[config.mk]
export PLATFORM = sky130hd
export DESIGN_NAME = axi_fork_flat
export DESIGN_NICKNAME = d
export VERILOG_FILES = /design/src/rtl/axi_fork_if.sv /design/src/rtl/axi_fork.sv /design/src/flat_wrapper.sv
export SDC_FILE = /design/constraint.sdc
export NUM_CORES = 1
export LEC_CHECK = 0
export CORE_ASPECT_RATIO = 0.6
export CORE_MARGIN = 10
export CORE_UTILIZATION = 29
export DETAILED_ROUTE_END_ITERATION = 7
export GPL_ROUTABILITY_DRIVEN = 1
export REMOVE_ABC_BUFFERS = 1
export SYNTH_ARGS = -nofsm -noshare
export SYNTH_HDL_FRONTEND = slang
export SYNTH_SLANG_ARGS = --single-unit
[constraint.sdc]
create_clock -name clk -period 1.55 [get_ports clk]
set_input_delay 0.155 -clock clk [delete_from_list [all_inputs] [get_ports clk]]
set_output_delay 0.155 -clock clk [all_outputs]
set_load 0.01 [all_outputs]
[src/rtl/axi_fork_if.sv]
// Stream bundle for axi_fork: one input stream and SIZE output streams.
// The fork itself uses the slave modport; the stream source/sink side uses master.
interface axi_fork_if #(
    parameter int unsigned SIZE  = 2,
    parameter int unsigned WIDTH = 32
);
    logic [WIDTH-1:0]      i_tdata;
    logic                  i_tlast;
    logic                  i_tvalid;
    logic                  i_tready;
    logic [WIDTH*SIZE-1:0] o_tdata;
    logic [SIZE-1:0]       o_tlast;
    logic [SIZE-1:0]       o_tvalid;
    logic [SIZE-1:0]       o_tready;

    modport slave (
        input  i_tdata, i_tlast, i_tvalid, o_tready,
        output i_tready, o_tdata, o_tlast, o_tvalid
    );

    modport master (
        output i_tdata, i_tlast, i_tvalid, o_tready,
        input  i_tready, o_tdata, o_tlast, o_tvalid
    );
endinterface

[src/rtl/axi_fork.sv]
// One-beat stream fork: a single holding register fans out to SIZE ports,
// each port draining independently; the port mask is latched per packet.
module axi_fork #(
    parameter int unsigned SIZE  = 2,
    parameter int unsigned WIDTH = 32
) (
    input  logic            clk,
    input  logic            reset_n,
    input  logic            clear,
    input  logic [SIZE-1:0] port_en,
    axi_fork_if.slave       s
);
    logic             hold_v_q, hold_v_d;
    logic [SIZE-1:0]  pend_q,   pend_d;
    logic [SIZE-1:0]  mask_q,   mask_d;
    logic             sop_q,    sop_d;
    logic [WIDTH-1:0] data_q,   data_d;
    logic             last_q,   last_d;

    logic [SIZE-1:0]  take;
    logic [SIZE-1:0]  active;
    logic             free;
    logic             accept;

    // The register frees when no pending port is still refusing the beat.
    always_comb begin
        take   = pend_q & s.o_tready & {SIZE{hold_v_q}};
        free   = !hold_v_q || ((pend_q & ~s.o_tready) == '0);
        active = sop_q ? port_en : mask_q;
    end

    assign s.i_tready = reset_n & ~clear & free;
    assign accept     = s.i_tvalid & s.i_tready;

    assign s.o_tvalid = pend_q & {SIZE{hold_v_q}};
    assign s.o_tlast  = {SIZE{last_q}};
    assign s.o_tdata  = {SIZE{data_q}};

    always_comb begin
        hold_v_d = hold_v_q;
        pend_d   = pend_q & ~take;
        mask_d   = mask_q;
        sop_d    = sop_q;
        data_d   = data_q;
        last_d   = last_q;
        if (clear) begin
            hold_v_d = 1'b0;
            pend_d   = '0;
            mask_d   = '0;
            sop_d    = 1'b1;
            data_d   = '0;
            last_d   = 1'b0;
        end else if (accept) begin
            // A zero active mask loads nothing pending, so the beat is discarded.
            data_d   = s.i_tdata;
            last_d   = s.i_tlast;
            pend_d   = active;
            mask_d   = active;
            hold_v_d = |active;
            sop_d    = s.i_tlast;
        end else if (free) begin
            hold_v_d = 1'b0;
        end
    end

    always_ff @(posedge clk or negedge reset_n) begin
        if (!reset_n) begin
            hold_v_q <= 1'b0;
            pend_q   <= '0;
            mask_q   <= '0;
            sop_q    <= 1'b1;
            data_q   <= '0;
            last_q   <= 1'b0;
        end else begin
            hold_v_q <= hold_v_d;
            pend_q   <= pend_d;
            mask_q   <= mask_d;
            sop_q    <= sop_d;
            data_q   <= data_d;
            last_q   <= last_d;
        end
    end
endmodule
[src/flat_wrapper.sv]
// flat-port wrapper written by rule: the top's interface ports become plain ports
module axi_fork_flat 
#(
    parameter int unsigned SIZE  = 2,
    parameter int unsigned WIDTH = 32
)
  (clk, reset_n, clear, port_en, s_i_tdata, s_i_tlast, s_i_tvalid, s_o_tready, s_i_tready, s_o_tdata, s_o_tlast, s_o_tvalid);
  axi_fork_if #(.SIZE(SIZE), .WIDTH(WIDTH)) s_i ();
  input  logic clk;
  input  logic reset_n;
  input  logic clear;
  input  logic [SIZE-1:0] port_en;
  input wire logic [$bits(s_i.i_tdata)-1:0] s_i_tdata;
  input wire logic [$bits(s_i.i_tlast)-1:0] s_i_tlast;
  input wire logic [$bits(s_i.i_tvalid)-1:0] s_i_tvalid;
  input wire logic [$bits(s_i.o_tready)-1:0] s_o_tready;
  output wire logic [$bits(s_i.i_tready)-1:0] s_i_tready;
  output wire logic [$bits(s_i.o_tdata)-1:0] s_o_tdata;
  output wire logic [$bits(s_i.o_tlast)-1:0] s_o_tlast;
  output wire logic [$bits(s_i.o_tvalid)-1:0] s_o_tvalid;
  assign s_i.i_tdata = s_i_tdata;
  assign s_i.i_tlast = s_i_tlast;
  assign s_i.i_tvalid = s_i_tvalid;
  assign s_i.o_tready = s_o_tready;
  assign s_i_tready = s_i.i_tready;
  assign s_o_tdata = s_i.o_tdata;
  assign s_o_tlast = s_i.o_tlast;
  assign s_o_tvalid = s_i.o_tvalid;
  axi_fork #(.SIZE(SIZE), .WIDTH(WIDTH)) u_core (.clk(clk), .reset_n(reset_n), .clear(clear), .port_en(port_en), .s(s_i));
endmodule
==> impl_metrics.xml, run 1 <==
<?xml version="1.0" encoding="UTF-8"?>
<metrics>
  <group name="detailed_routing">
    <metric name="routed_wirelength" unit="µm">6970</metric>
    <metric name="routedWlPerCell" unit="µm">18.1</metric>
    <metric name="detail_route.first_pass.iterations" unit="">4</metric>
    <metric name="via_count" unit="">1826</metric>
    <metric name="detail_route.iter0.violations" unit="">115</metric>
    <metric name="vias_per_cell" unit="">4.74</metric>
    <metric name="detail-route-antenna-nets" unit="">0</metric>
    <metric name="drt_drc_violations_left" unit="">0</metric>
  </group>
  <group name="logic_synthesis">
    <metric name="netlist.area_leader.share" unit="">0.453</metric>
    <metric name="yosysTopAreaCell" unit="">dfrtp_1</metric>
    <metric name="synth-main-ff-cell" unit="">dfrtp_1</metric>
    <metric name="netlist_top_cells_count" unit="">dfrtp_1 (38), a21oi_1 (34), buf_4 (34)</metric>
    <metric name="synth.yosys.seq_area_share" unit="">0.466</metric>
    <metric name="yosysUniqueCellTypes" unit="">27</metric>
    <metric name="postSynthRegisterBits" unit="">39</metric>
    <metric name="yosys_warns" unit="">0</metric>
    <metric name="netlist_top_cells_area" unit="">dfrtp_1 (45%), buf_4 (12%), a21oi_1 (8.1%)</metric>
    <metric name="synth.avg_cell_area" unit="µm²">9.80</metric>
    <metric name="number_of_enable_type_register_cells_in_the_synthesized_netlist" unit="">0</metric>
    <metric name="summed_instance_area_of_the_synthesized_netlist" unit="µm²">2100</metric>
    <metric name="async_flop_share" unit="">1.00</metric>
    <metric name="syn-instance-count" unit="">214</metric>
    <metric name="yosysMostFrequentCell" unit="">dfrtp_1</metric>
  </group>
  <group name="global_route">
    <metric name="globalRouteTotalUtil" unit="">0.123</metric>
    <metric name="number_of_antenna_violations_at_the_first_check_in_global_routing" unit="">0</metric>
    <metric name="grt_remaining_overflow" unit="">0</metric>
    <metric name="pin_count_of_the_biggest_net_entering_global_routing" unit="">38</metric>
    <metric name="global_route_wire_length_before_repair" unit="µm">10900</metric>
    <metric name="grt_pass1_vias" unit="">1954</metric>
  </group>
  <group name="setup_path">
    <metric name="worstPathCellList" unit="">nor2b_4 &gt; o21a_4 &gt; nor3b_2 &gt; buf_4</metric>
    <metric name="arrival" unit="ns">1.34</metric>
    <metric name="critical_path_peak_fanout" unit="">2</metric>
    <metric name="r2r_slack" unit="ns">0.14</metric>
    <metric name="end_kind" unit="">primary output</metric>
    <metric name="crit_start" unit="">u_core.pend_q[0]</metric>
    <metric name="critical_path.slowest_cell" unit="">dfrtp_1</metric>
    <metric name="timing.setup.critical_path_class" unit="">reg -&gt; out</metric>
    <metric name="worst_path_largest_cell_delay" unit="ns">0.38</metric>
    <metric name="crit-reg2reg-launch" unit="">u_core.pend_q[1]</metric>
    <metric name="required" unit="ns">1.39</metric>
    <metric name="worstSetupStartpointType" unit="">flop</metric>
  </group>
  <group name="floorplan">
    <metric name="die_width" unit="µm">130</metric>
    <metric name="fp.dieArea" unit="µm²">11100</metric>
    <metric name="core.rowCount" unit="">23</metric>
    <metric name="floorplan.initialDensity" unit="">0.306</metric>
    <metric name="dieHeight" unit="µm">85.9</metric>
    <metric name="placeableCoreArea" unit="µm²">6850</metric>
    <metric name="io-pin-count" unit="">110</metric>
  </group>
  <group name="sta">
    <metric name="finalWorstPathRequiredPeriod" unit="ns">1.50</metric>
    <metric name="report.final.hold_viol_count" unit="">0</metric>
    <metric name="final_critical_path_setup_slack" unit="ns">0.0537</metric>
    <metric name="min_period_over_period" unit="">0.965</metric>
    <metric name="tightestPinTransition" unit="ns">0.405</metric>
    <metric name="timing_max_transition_violations_final" unit="">0</metric>
    <metric name="rsz_0062_raised_after_global_routing" unit="">true</metric>
    <metric name="peak_freq" unit="MHz">668</metric>
    <metric name="setup_total_neg_slack" unit="ns">0</metric>
    <metric name="clock_skew" unit="ns">0.00356</metric>
    <metric name="timing.max_slew.rel_slack" unit="">0.730</metric>
    <metric name="final_count_of_negative_setup_slack_endpoints" unit="">0</metric>
  </group>
  <group name="clock_tree">
    <metric name="cts.path.max_buffers" unit="">2</metric>
    <metric name="worstSkewPairLatency" unit="ns">0.27</metric>
    <metric name="cts.sinks" unit="">39</metric>
    <metric name="cts_buffers" unit="">5</metric>
    <metric name="clock_pin_slew_reported_for_the_worst_setup_and_hold_paths_after_clock_tree_synthesis" unit="ns">0.06</metric>
    <metric name="clock-root-buffer" unit="">clkbuf_16</metric>
    <metric name="cts.htree.levels" unit="">2</metric>
    <metric name="cts_tree" unit="">built</metric>
  </group>
  <group name="layout">
    <metric name="post_route_cells_drive_above_1_share" unit="">0.134</metric>
    <metric name="final.fill_count" unit="">671</metric>
    <metric name="antennaDiodeCount" unit="">0</metric>
    <metric name="post-route-util" unit="">0.474</metric>
    <metric name="nets" unit="">338</metric>
    <metric name="final_cell_count_no_fill" unit="">385</metric>
    <metric name="synthToLayoutAreaGrowth" unit="%">54.7</metric>
  </group>
  <group name="job">
    <metric name="drv_cap" unit="">0</metric>
  </group>
  <group name="placed_design">
    <metric name="gp_congestion" unit="">0.747</metric>
    <metric name="port_buffers" unit="">109</metric>
    <metric name="placed_cells_incl_taps" unit="">374</metric>
    <metric name="pre_cts_ws" unit="ns">-0.363</metric>
    <metric name="place.detailed.hpwl" unit="µm">5160</metric>
  </group>
  <group name="worst_hold_path">
    <metric name="hold_path.class" unit="">in -&gt; async</metric>
  </group>
  <group name="outcome">
    <metric name="outcome" unit="">finished, final reports clean</metric>
  </group>
  <group name="pwr">
    <metric name="power_density" unit="nW/µm²">868</metric>
    <metric name="max-vdd-ir-drop" unit="mV">0.570</metric>
    <metric name="p_leak" unit="nW">1.30</metric>
  </group>
</metrics>
==> what timing repair did <==
item | CTS | global route
setup endpoints to repair | 3 | 23
pin swaps | 0 | 2
endpoints found under the hold margin | 22 | 0
buffers inserted | 0 | 1
hold buffers | 2 | 0
resized for setup | 8 | 5
==> report_power, final <==
| part | leakage (nW) | total [W] | internal, W | switching [W] |
|---|---|---|---|---|
| registers | 0.526 | 0.00111 | 0.00107 | 0.0000388 |
| logic | 0.688 | 0.000516 | 0.000296 | 0.000220 |
| clock network | 0.0868 | 0.00119 | 0.000800 | 0.000394 |
| total | 1.30 | 0.00282 | 0.00216 | 0.000653 |
==> final timing paths <==
kind                                      to  cells after the start
min in group clk           u_core.data_q[16]                      3
hold reg to reg             u_core.mask_q[0]                      1
max in group asynchronous  u_core.data_q[10]                      4
setup reg to reg           u_core.data_q[30]                      6
setup / recovery                  s_i_tready                      4
hold / removal             u_core.data_q[18]                      3
==> metrics by stage <==
step	instance area [µm²]	hold slack, ns	total power, W
finish	3250	0.434	0.00282
global route	3250	0.443	0.00294
CTS	3220	0.430	0.00284
detailed placement	3020	0.117	0.00163
global placement	3020	0.117	0.00163
floorplan	1690	-0.141	0.00127
==> sequential cells by signal, indices dropped and copies added, names as in the netlist <==
register	cells
u_core.pend_q	2
u_core.hold_v_q	1
u_core.mask_q	2
u_core.data_q	32
u_core.sop_q	1
u_core.last_q	1
==> layout by cell type, fill, tap and decap left out, types with 2 or more instances in the layout <==
master,n
clkdlybuf4s50_1,105
dfrtp_1,38
a21oi_1,34
nand3_1,29
o21ai_1,28
buf_4,13
o21ai_0,6
clkbuf_16,5
o21a_1,4
nand3_2,4
nor2b_4,2
a21boi_0,2
and2_1,2
mux2i_1,2
a31oi_2,2
nor2_1,2
dlygate4sd3_1,2
dlygate4sd2_1,2
buf_12,2
buf_6,2
==> routing by layer <==
layer	vias up	track usage	share of wire
li1	880	-	-
met1	861	0.158	0.47
met5	-	0	0
met4	0	0.0213	0.0047
met3	2	0.0805	0.15
met2	83	0.170	0.38
==> layout make-up <==
| type | instances | area [µm²] | area share |
|---|---|---|---|
| Clock buffer | 6 | 139 | 0.0428 |
| Tap cell | 87 | 109 | 0.0335 |
| Clock inverter | 2 | 35.0 | 0.0108 |
| Timing Repair Buffer | 127 | 1250 | 0.386 |
| Sequential cell | 39 | 977 | 0.301 |
| Multi-Input combinational cell | 124 | 732 | 0.226 |
==> cells by family after synthesis <==
logic type / Yosys count / synth area share
compound gates: 78 / 0.205
buf+inv: 51 / 0.194
simple gates: 44 / 0.126
flops: 39 / 0.466
mux: 2 / 0.00954
==> worst max-delay path: cells and delay by family (launching register included) <==
kind                   cells  cell delay [ns]
DFF                        1             0.38
and+or+nand+nor            2             0.31
AOI/OAI and AO/OA          1             0.22
buffers and inverters      1             0.16
No activity file was read; power rests on OpenSTA's default activity.
==> inputs of run 2 (changes only) <==
--- a/config.mk
+++ b/config.mk
@@ -7,9 +7,10 @@
 export LEC_CHECK = 0
 export CORE_ASPECT_RATIO = 0.6
 export CORE_MARGIN = 10
-export CORE_UTILIZATION = 29
+export CORE_UTILIZATION = 40
 export DETAILED_ROUTE_END_ITERATION = 7
 export GPL_ROUTABILITY_DRIVEN = 1
+export PLACE_DENSITY = 0.81
 export REMOVE_ABC_BUFFERS = 1
 export SYNTH_ARGS = -nofsm -noshare
 export SYNTH_HDL_FRONTEND = slang
==> impl_metrics.xml, run 2 (synthesis results as in run 1) <==
<?xml version="1.0" encoding="UTF-8"?>
<metrics>
  <group name="outcome">
    <metric name="outcome" unit="">finished, final reports clean</metric>
  </group>
  <group name="sta">
    <metric name="finalWorstPathRequiredPeriod" unit="ns">1.52</metric>
    <metric name="clock_skew" unit="ns">0.00288</metric>
    <metric name="rsz_0062_raised_after_global_routing" unit="">true</metric>
    <metric name="min_period_over_period" unit="">0.983</metric>
    <metric name="timing.max_slew.rel_slack" unit="">0.670</metric>
    <metric name="peak_freq" unit="MHz">656</metric>
    <metric name="tightestPinTransition" unit="ns">0.494</metric>
    <metric name="final_critical_path_setup_slack" unit="ns">0.0265</metric>
    <metric name="timing_max_transition_violations_final" unit="">0</metric>
    <metric name="final_count_of_negative_setup_slack_endpoints" unit="">0</metric>
    <metric name="report.final.hold_viol_count" unit="">0</metric>
    <metric name="setup_total_neg_slack" unit="ns">0</metric>
  </group>
  <group name="setup_path">
    <metric name="required" unit="ns">1.39</metric>
    <metric name="path_delay_family" unit="">flip-flops</metric>
    <metric name="end_kind" unit="">primary output</metric>
    <metric name="arrival" unit="ns">1.37</metric>
    <metric name="timing.setup.critical_path_class" unit="">reg -&gt; out</metric>
    <metric name="worst_path_largest_cell_delay" unit="ns">0.40</metric>
    <metric name="worstSetupStartpointType" unit="">flop</metric>
    <metric name="worstPathCellList" unit="">nor2b_4 &gt; o21a_4 &gt; nor3b_2 &gt; buf_2</metric>
    <metric name="critical_path_peak_fanout" unit="">3</metric>
    <metric name="critical_path_buf_inv_count" unit="">1</metric>
    <metric name="critical_path.slowest_cell" unit="">dfrtp_1</metric>
  </group>
  <group name="layout">
    <metric name="most_frequent_standard_cell_in_the_layout_excluding_fill_and_tap_cells" unit="">clkdlybuf4s50_1</metric>
    <metric name="final_cell_count_no_fill" unit="">358</metric>
    <metric name="sequential_cell_area" unit="µm²">977</metric>
    <metric name="multiInputGateArea" unit="µm²">719</metric>
    <metric name="design_area" unit="µm²">3140</metric>
    <metric name="largest_register_ff_count" unit="">32</metric>
    <metric name="antennaDiodeCount" unit="">0</metric>
    <metric name="most-common-layout-cells" unit="">clkdlybuf4s50_1 (105), dfrtp_1 (38), a21oi_1 (34)</metric>
    <metric name="post_route_cells_drive_above_1_share" unit="">0.110</metric>
    <metric name="synthToLayoutAreaGrowth" unit="%">49.5</metric>
    <metric name="top_regs" unit="">u_core.data_q: 32 flops, u_core.mask_q: 2 flops, u_core.pend_q: 2 flops</metric>
    <metric name="nets" unit="">332</metric>
    <metric name="top_register" unit="">u_core.data_q</metric>
    <metric name="final.fill_count" unit="">447</metric>
    <metric name="post-route-util" unit="">0.617</metric>
  </group>
  <group name="pwr">
    <metric name="p_leak" unit="nW">1.26</metric>
    <metric name="power_density" unit="nW/µm²">830</metric>
    <metric name="max-vdd-ir-drop" unit="mV">0.497</metric>
  </group>
  <group name="floorplan">
    <metric name="dieHeight" unit="µm">76.1</metric>
    <metric name="floorplan.initialDensity" unit="">0.413</metric>
    <metric name="die_width" unit="µm">114</metric>
    <metric name="io-pin-count" unit="">110</metric>
    <metric name="fp.dieArea" unit="µm²">8640</metric>
    <metric name="placeableCoreArea" unit="µm²">5080</metric>
    <metric name="core.rowCount" unit="">20</metric>
  </group>
  <group name="clock_tree">
    <metric name="cts_tree" unit="">built</metric>
    <metric name="worstSkewPairLatency" unit="ns">0.28</metric>
    <metric name="cts.htree.levels" unit="">2</metric>
    <metric name="cts.path.max_buffers" unit="">2</metric>
    <metric name="clock_pin_slew_reported_for_the_worst_setup_and_hold_paths_after_clock_tree_synthesis" unit="ns">0.08</metric>
    <metric name="cts_buffers" unit="">5</metric>
    <metric name="cts_post_setup_buffers_inserted" unit="">0</metric>
    <metric name="cts.sinks" unit="">39</metric>
    <metric name="clock-root-buffer" unit="">clkbuf_8</metric>
  </group>
  <group name="global_route">
    <metric name="globalRouteTotalUtil" unit="">0.141</metric>
    <metric name="pin_count_of_the_biggest_net_entering_global_routing" unit="">40</metric>
    <metric name="number_of_antenna_violations_at_the_first_check_in_global_routing" unit="">0</metric>
    <metric name="grt_remaining_overflow" unit="">0</metric>
    <metric name="global_route_wire_length_before_repair" unit="µm">10300</metric>
    <metric name="grt_pass1_vias" unit="">1985</metric>
  </group>
  <group name="detailed_routing">
    <metric name="via_count" unit="">1798</metric>
    <metric name="routed_wirelength" unit="µm">6210</metric>
    <metric name="routedWlPerCell" unit="µm">17.3</metric>
    <metric name="vias_per_cell" unit="">5.02</metric>
    <metric name="drt_drc_violations_left" unit="">0</metric>
    <metric name="detail_route.first_pass.iterations" unit="">4</metric>
    <metric name="detail-route-antenna-nets" unit="">0</metric>
    <metric name="detail_route.iter0.violations" unit="">87</metric>
  </group>
  <group name="placed_design">
    <metric name="port_buffers" unit="">109</metric>
    <metric name="pre_cts_ws" unit="ns">-0.362</metric>
    <metric name="gp_congestion" unit="">0.735</metric>
    <metric name="placed_cells_incl_taps" unit="">349</metric>
    <metric name="cell_area_after_placement" unit="µm²">2990</metric>
    <metric name="place.detailed.hpwl" unit="µm">4620</metric>
  </group>
  <group name="job">
    <metric name="drv_cap" unit="">0</metric>
  </group>
  <group name="worst_hold_path">
    <metric name="hold_path.class" unit="">in -&gt; reg</metric>
  </group>
</metrics>
## run 2: final timing paths
path | startpoint | end | slack (ns) | cells after the start
worst max register to register | u_core.pend_q[1] | u_core.data_q[16] | 0.12 | 6
min in group asynchronous | reset_n | u_core.data_q[23] | 0.51 | 3
max in group asynchronous | reset_n | u_core.sop_q | 0.68 | 3
worst max-delay path | u_core.pend_q[1] | s_i_tready | 0.03 | 4
worst min-delay path | s_i_tdata[30] | u_core.data_q[30] | 0.42 | 3
worst min register to register | u_core.mask_q[0] | u_core.mask_q[0] | 0.49 | 1
## run 2: worst register-to-register path, stage by stage, from the launching register on
cell and delay, ns:
dfrtp_1 0.40, nor2b_4 0.14, buf_4 0.13, o21ai_4 0.25, buf_12 0.20, nand3_1 0.10, a21oi_1 0.15
## run 2: metal layers
metal | track usage | vias up | wire (µm)
li1 | - | 867 | -
met1 | 0.168 | 848 | 2710
met2 | 0.219 | 79 | 2760
met3 | 0.0778 | 4 | 703
met4 | 0.0265 | 0 | 31
met5 | 0 | - | 0
## run 2: stage by stage
stage	total power, W	hold slack (ns)
2_1_floorplan	0.00127	-0.141
3_3_place_gp	0.00162	0.275
3_5_place_dp	0.00163	0.283
4_1_cts	0.00264	0.409
5_1_grt	0.00273	0.419
6_report	0.00260	0.418
## run 2: layout make-up
cell class,instances,share of cell area
clock buffer,6,0.0231
clock inverter,2,0.0191
multi-input combinational,124,0.229
sequential,39,0.312
tap,66,0.0263
timing repair buffer,121,0.391
## run 2: where the power goes
| part | switching [W] | leakage (nW) | internal [W] |
|---|---|---|---|
| clock network | 0.000358 | 0.0654 | 0.000644 |
| registers | 0.0000365 | 0.526 | 0.00107 |
| logic | 0.000209 | 0.667 | 0.000290 |
## run 2: timing repair
action                                 in CTS  in global routing
hold buffers                                1                  0
endpoints found under the hold margin      38                  0
resized for setup                           8                  1
setup endpoints to repair                   3                 12
pin swaps                                   0                  1
gates cloned                                0                  0
==> inputs of run 3 (changes only) <==
--- a/config.mk
+++ b/config.mk
@@ -5,7 +5,8 @@
 export SDC_FILE = /design/constraint.sdc
 export NUM_CORES = 1
 export LEC_CHECK = 0
-export CORE_ASPECT_RATIO = 0.6
+export CAP_MARGIN = 20
+export CORE_ASPECT_RATIO = 0.7
 export CORE_MARGIN = 10
 export CORE_UTILIZATION = 40
 export DETAILED_ROUTE_END_ITERATION = 7
==> impl_metrics.xml, run 3 (synthesis results as in run 1) <==
<?xml version="1.0" encoding="UTF-8"?>
<metrics>
  <group name="outcome">
    <metric name="outcome" unit="">finished, final reports clean</metric>
  </group>
  <group name="layout">
    <metric name="largest_register_ff_count" unit="">32</metric>
    <metric name="nets" unit="">333</metric>
    <metric name="antennaDiodeCount" unit="">0</metric>
    <metric name="design_area" unit="µm²">3080</metric>
    <metric name="top_regs" unit="">u_core.data_q: 32 flops, u_core.mask_q: 2 flops, u_core.pend_q: 2 flops</metric>
    <metric name="final_cell_count_no_fill" unit="">362</metric>
    <metric name="synthToLayoutAreaGrowth" unit="%">47.0</metric>
    <metric name="post_route_cells_drive_above_1_share" unit="">0.109</metric>
    <metric name="most-common-layout-cells" unit="">clkdlybuf4s50_1 (105), dfrtp_1 (38), a21oi_1 (34)</metric>
    <metric name="top_register" unit="">u_core.data_q</metric>
    <metric name="most_frequent_standard_cell_in_the_layout_excluding_fill_and_tap_cells" unit="">clkdlybuf4s50_1</metric>
  </group>
  <group name="floorplan">
    <metric name="core.rowCount" unit="">21</metric>
    <metric name="floorplan.initialDensity" unit="">0.427</metric>
    <metric name="fp.dieArea" unit="µm²">8590</metric>
    <metric name="dieHeight" unit="µm">80.6</metric>
    <metric name="io-pin-count" unit="">110</metric>
    <metric name="placeableCoreArea" unit="µm²">4910</metric>
    <metric name="die_width" unit="µm">107</metric>
  </group>
  <group name="setup_path">
    <metric name="r2r_slack" unit="ns">0.11</metric>
    <metric name="critical_path_peak_fanout" unit="">3</metric>
    <metric name="worstSetupStartpointType" unit="">flop</metric>
    <metric name="end_kind" unit="">primary output</metric>
    <metric name="crit_start" unit="">u_core.pend_q[1]</metric>
    <metric name="setup.worst_path.end" unit="">s_i_tready</metric>
    <metric name="critical_path.reg2reg.endpoint" unit="">u_core.data_q[15]</metric>
    <metric name="worst_r2r_path_cells" unit="">6</metric>
    <metric name="arrival" unit="ns">1.33</metric>
    <metric name="timing.setup.critical_path_class" unit="">reg -&gt; out</metric>
    <metric name="crit-reg2reg-launch" unit="">u_core.pend_q[1]</metric>
    <metric name="required" unit="ns">1.39</metric>
  </group>
  <group name="clock_tree">
    <metric name="cts.path.max_buffers" unit="">2</metric>
    <metric name="worstSkewPairLatency" unit="ns">0.28</metric>
    <metric name="cts_tree" unit="">built</metric>
    <metric name="cts.sinks" unit="">39</metric>
    <metric name="cts_post_setup_buffers_inserted" unit="">0</metric>
    <metric name="cts.htree.levels" unit="">2</metric>
    <metric name="cts_buffers" unit="">5</metric>
    <metric name="clock_pin_slew_reported_for_the_worst_setup_and_hold_paths_after_clock_tree_synthesis" unit="ns">0.07</metric>
    <metric name="clock-root-buffer" unit="">clkbuf_8</metric>
  </group>
  <group name="placed_design">
    <metric name="place.detailed.hpwl" unit="µm">4830</metric>
    <metric name="cell_area_after_placement" unit="µm²">2990</metric>
    <metric name="placed_cells_incl_taps" unit="">353</metric>
    <metric name="gp_congestion" unit="">0.727</metric>
    <metric name="port_buffers" unit="">109</metric>
  </group>
  <group name="detailed_routing">
    <metric name="routedWlPerCell" unit="µm">17.4</metric>
    <metric name="detail_route.first_pass.iterations" unit="">4</metric>
    <metric name="routed_wirelength" unit="µm">6300</metric>
    <metric name="detail-route-antenna-nets" unit="">0</metric>
    <metric name="via_count" unit="">1836</metric>
    <metric name="detail_route.iter0.violations" unit="">77</metric>
    <metric name="drt_drc_violations_left" unit="">0</metric>
    <metric name="vias_per_cell" unit="">5.07</metric>
  </group>
  <group name="global_route">
    <metric name="pin_count_of_the_biggest_net_entering_global_routing" unit="">38</metric>
    <metric name="grt_pass1_vias" unit="">1894</metric>
    <metric name="global_route_wire_length_before_repair" unit="µm">10200</metric>
    <metric name="number_of_antenna_violations_at_the_first_check_in_global_routing" unit="">0</metric>
    <metric name="globalRouteTotalUtil" unit="">0.146</metric>
    <metric name="grt_remaining_overflow" unit="">0</metric>
  </group>
  <group name="sta">
    <metric name="final_count_of_negative_setup_slack_endpoints" unit="">0</metric>
    <metric name="peak_freq" unit="MHz">675</metric>
    <metric name="fin_hold_ws" unit="ns">0.285</metric>
    <metric name="min_period_over_period" unit="">0.955</metric>
    <metric name="tightestPinTransition" unit="ns">0.382</metric>
    <metric name="rsz_0062_raised_after_global_routing" unit="">true</metric>
    <metric name="clock_skew" unit="ns">0.00158</metric>
    <metric name="report.final.hold_viol_count" unit="">0</metric>
    <metric name="timing_max_transition_violations_final" unit="">0</metric>
    <metric name="finalWorstPathRequiredPeriod" unit="ns">1.48</metric>
    <metric name="timing.max_slew.rel_slack" unit="">0.745</metric>
  </group>
  <group name="worst_hold_path">
    <metric name="hold_path.class" unit="">in -&gt; async</metric>
  </group>
  <group name="pwr">
    <metric name="power_density" unit="nW/µm²">727</metric>
    <metric name="max-vdd-ir-drop" unit="mV">0.372</metric>
    <metric name="p_leak" unit="nW">1.23</metric>
  </group>
  <group name="job">
    <metric name="drv_cap" unit="">0</metric>
  </group>
</metrics>
## run 3: cell types whose count changed in the layout (fill, tap and decap cells not counted), sizes merged
cell,previous run,this run
bufinv,2,0
clkinv,0,1
buf,13,14
clkbuf,6,7
## run 3: area by class of cell
cell class	count	area, µm²
multi-input cells	124	719
clock inverters	1	5.00
clock buffers	7	76.3
flip-flops and latches	39	977
fillers	443	1830
well taps	69	86.3
repair buffers	122	1220
## run 3: worst max-delay path, cell delays in order (launching register included)
cell	delay, ns
dfrtp_1	0.40
nor2b_4	0.14
o21a_4	0.23
nor3b_2	0.14
buf_2	0.15
## run 3: worst min-delay path by stage
stage / from / endpoint / slack, ns
2_1_floorplan: reset_n / u_core.data_q[0] / -0.14
3_3_place_gp: reset_n / u_core.data_q[2] / -0.03
3_5_place_dp: reset_n / u_core.data_q[2] / -0.02
4_1_cts: reset_n / u_core.data_q[2] / 0.25
5_1_grt: reset_n / u_core.data_q[2] / 0.28
6_report: reset_n / u_core.data_q[2] / 0.29
## run 3: metal layers
layer | track usage | vias up | part of all wire
li1 | - | 872 | -
met1 | 0.176 | 882 | 0.41
met2 | 0.229 | 80 | 0.47
met3 | 0.0750 | 2 | 0.11
met4 | 0.0283 | 0 | 0.0022
met5 | 0 | - | 0
## run 3: metrics by stage
step                      power, W  worst slack [ns]  utilization  TNS [ns]
after floorplan            0.00127            0.0678            -         0
after global placement     0.00161            -0.299        0.609     -2.40
after detailed placement   0.00163            -0.311        0.609     -3.69
after CTS                  0.00228            0.0264        0.626         0
after global routing       0.00236          -0.00642        0.628  -0.00642
final                      0.00224            0.0691        0.628         0
## run 3: power breakdown
group / switching [W] / internal (W) / leakage (nW) / total (W)
Combinational: 0.000209 / 0.000288 / 0.665 / 0.000498
Clock: 0.000325 / 0.000316 / 0.0422 / 0.000641
Sequential: 0.0000370 / 0.00107 / 0.526 / 0.00110
## run 3: repair_timing
action	in CTS	in global routing
hold buffers	1	0
gates resized for setup	7	2
pin swaps	0	0
hold endpoints to repair	38	0
endpoints found under the setup margin	3	5
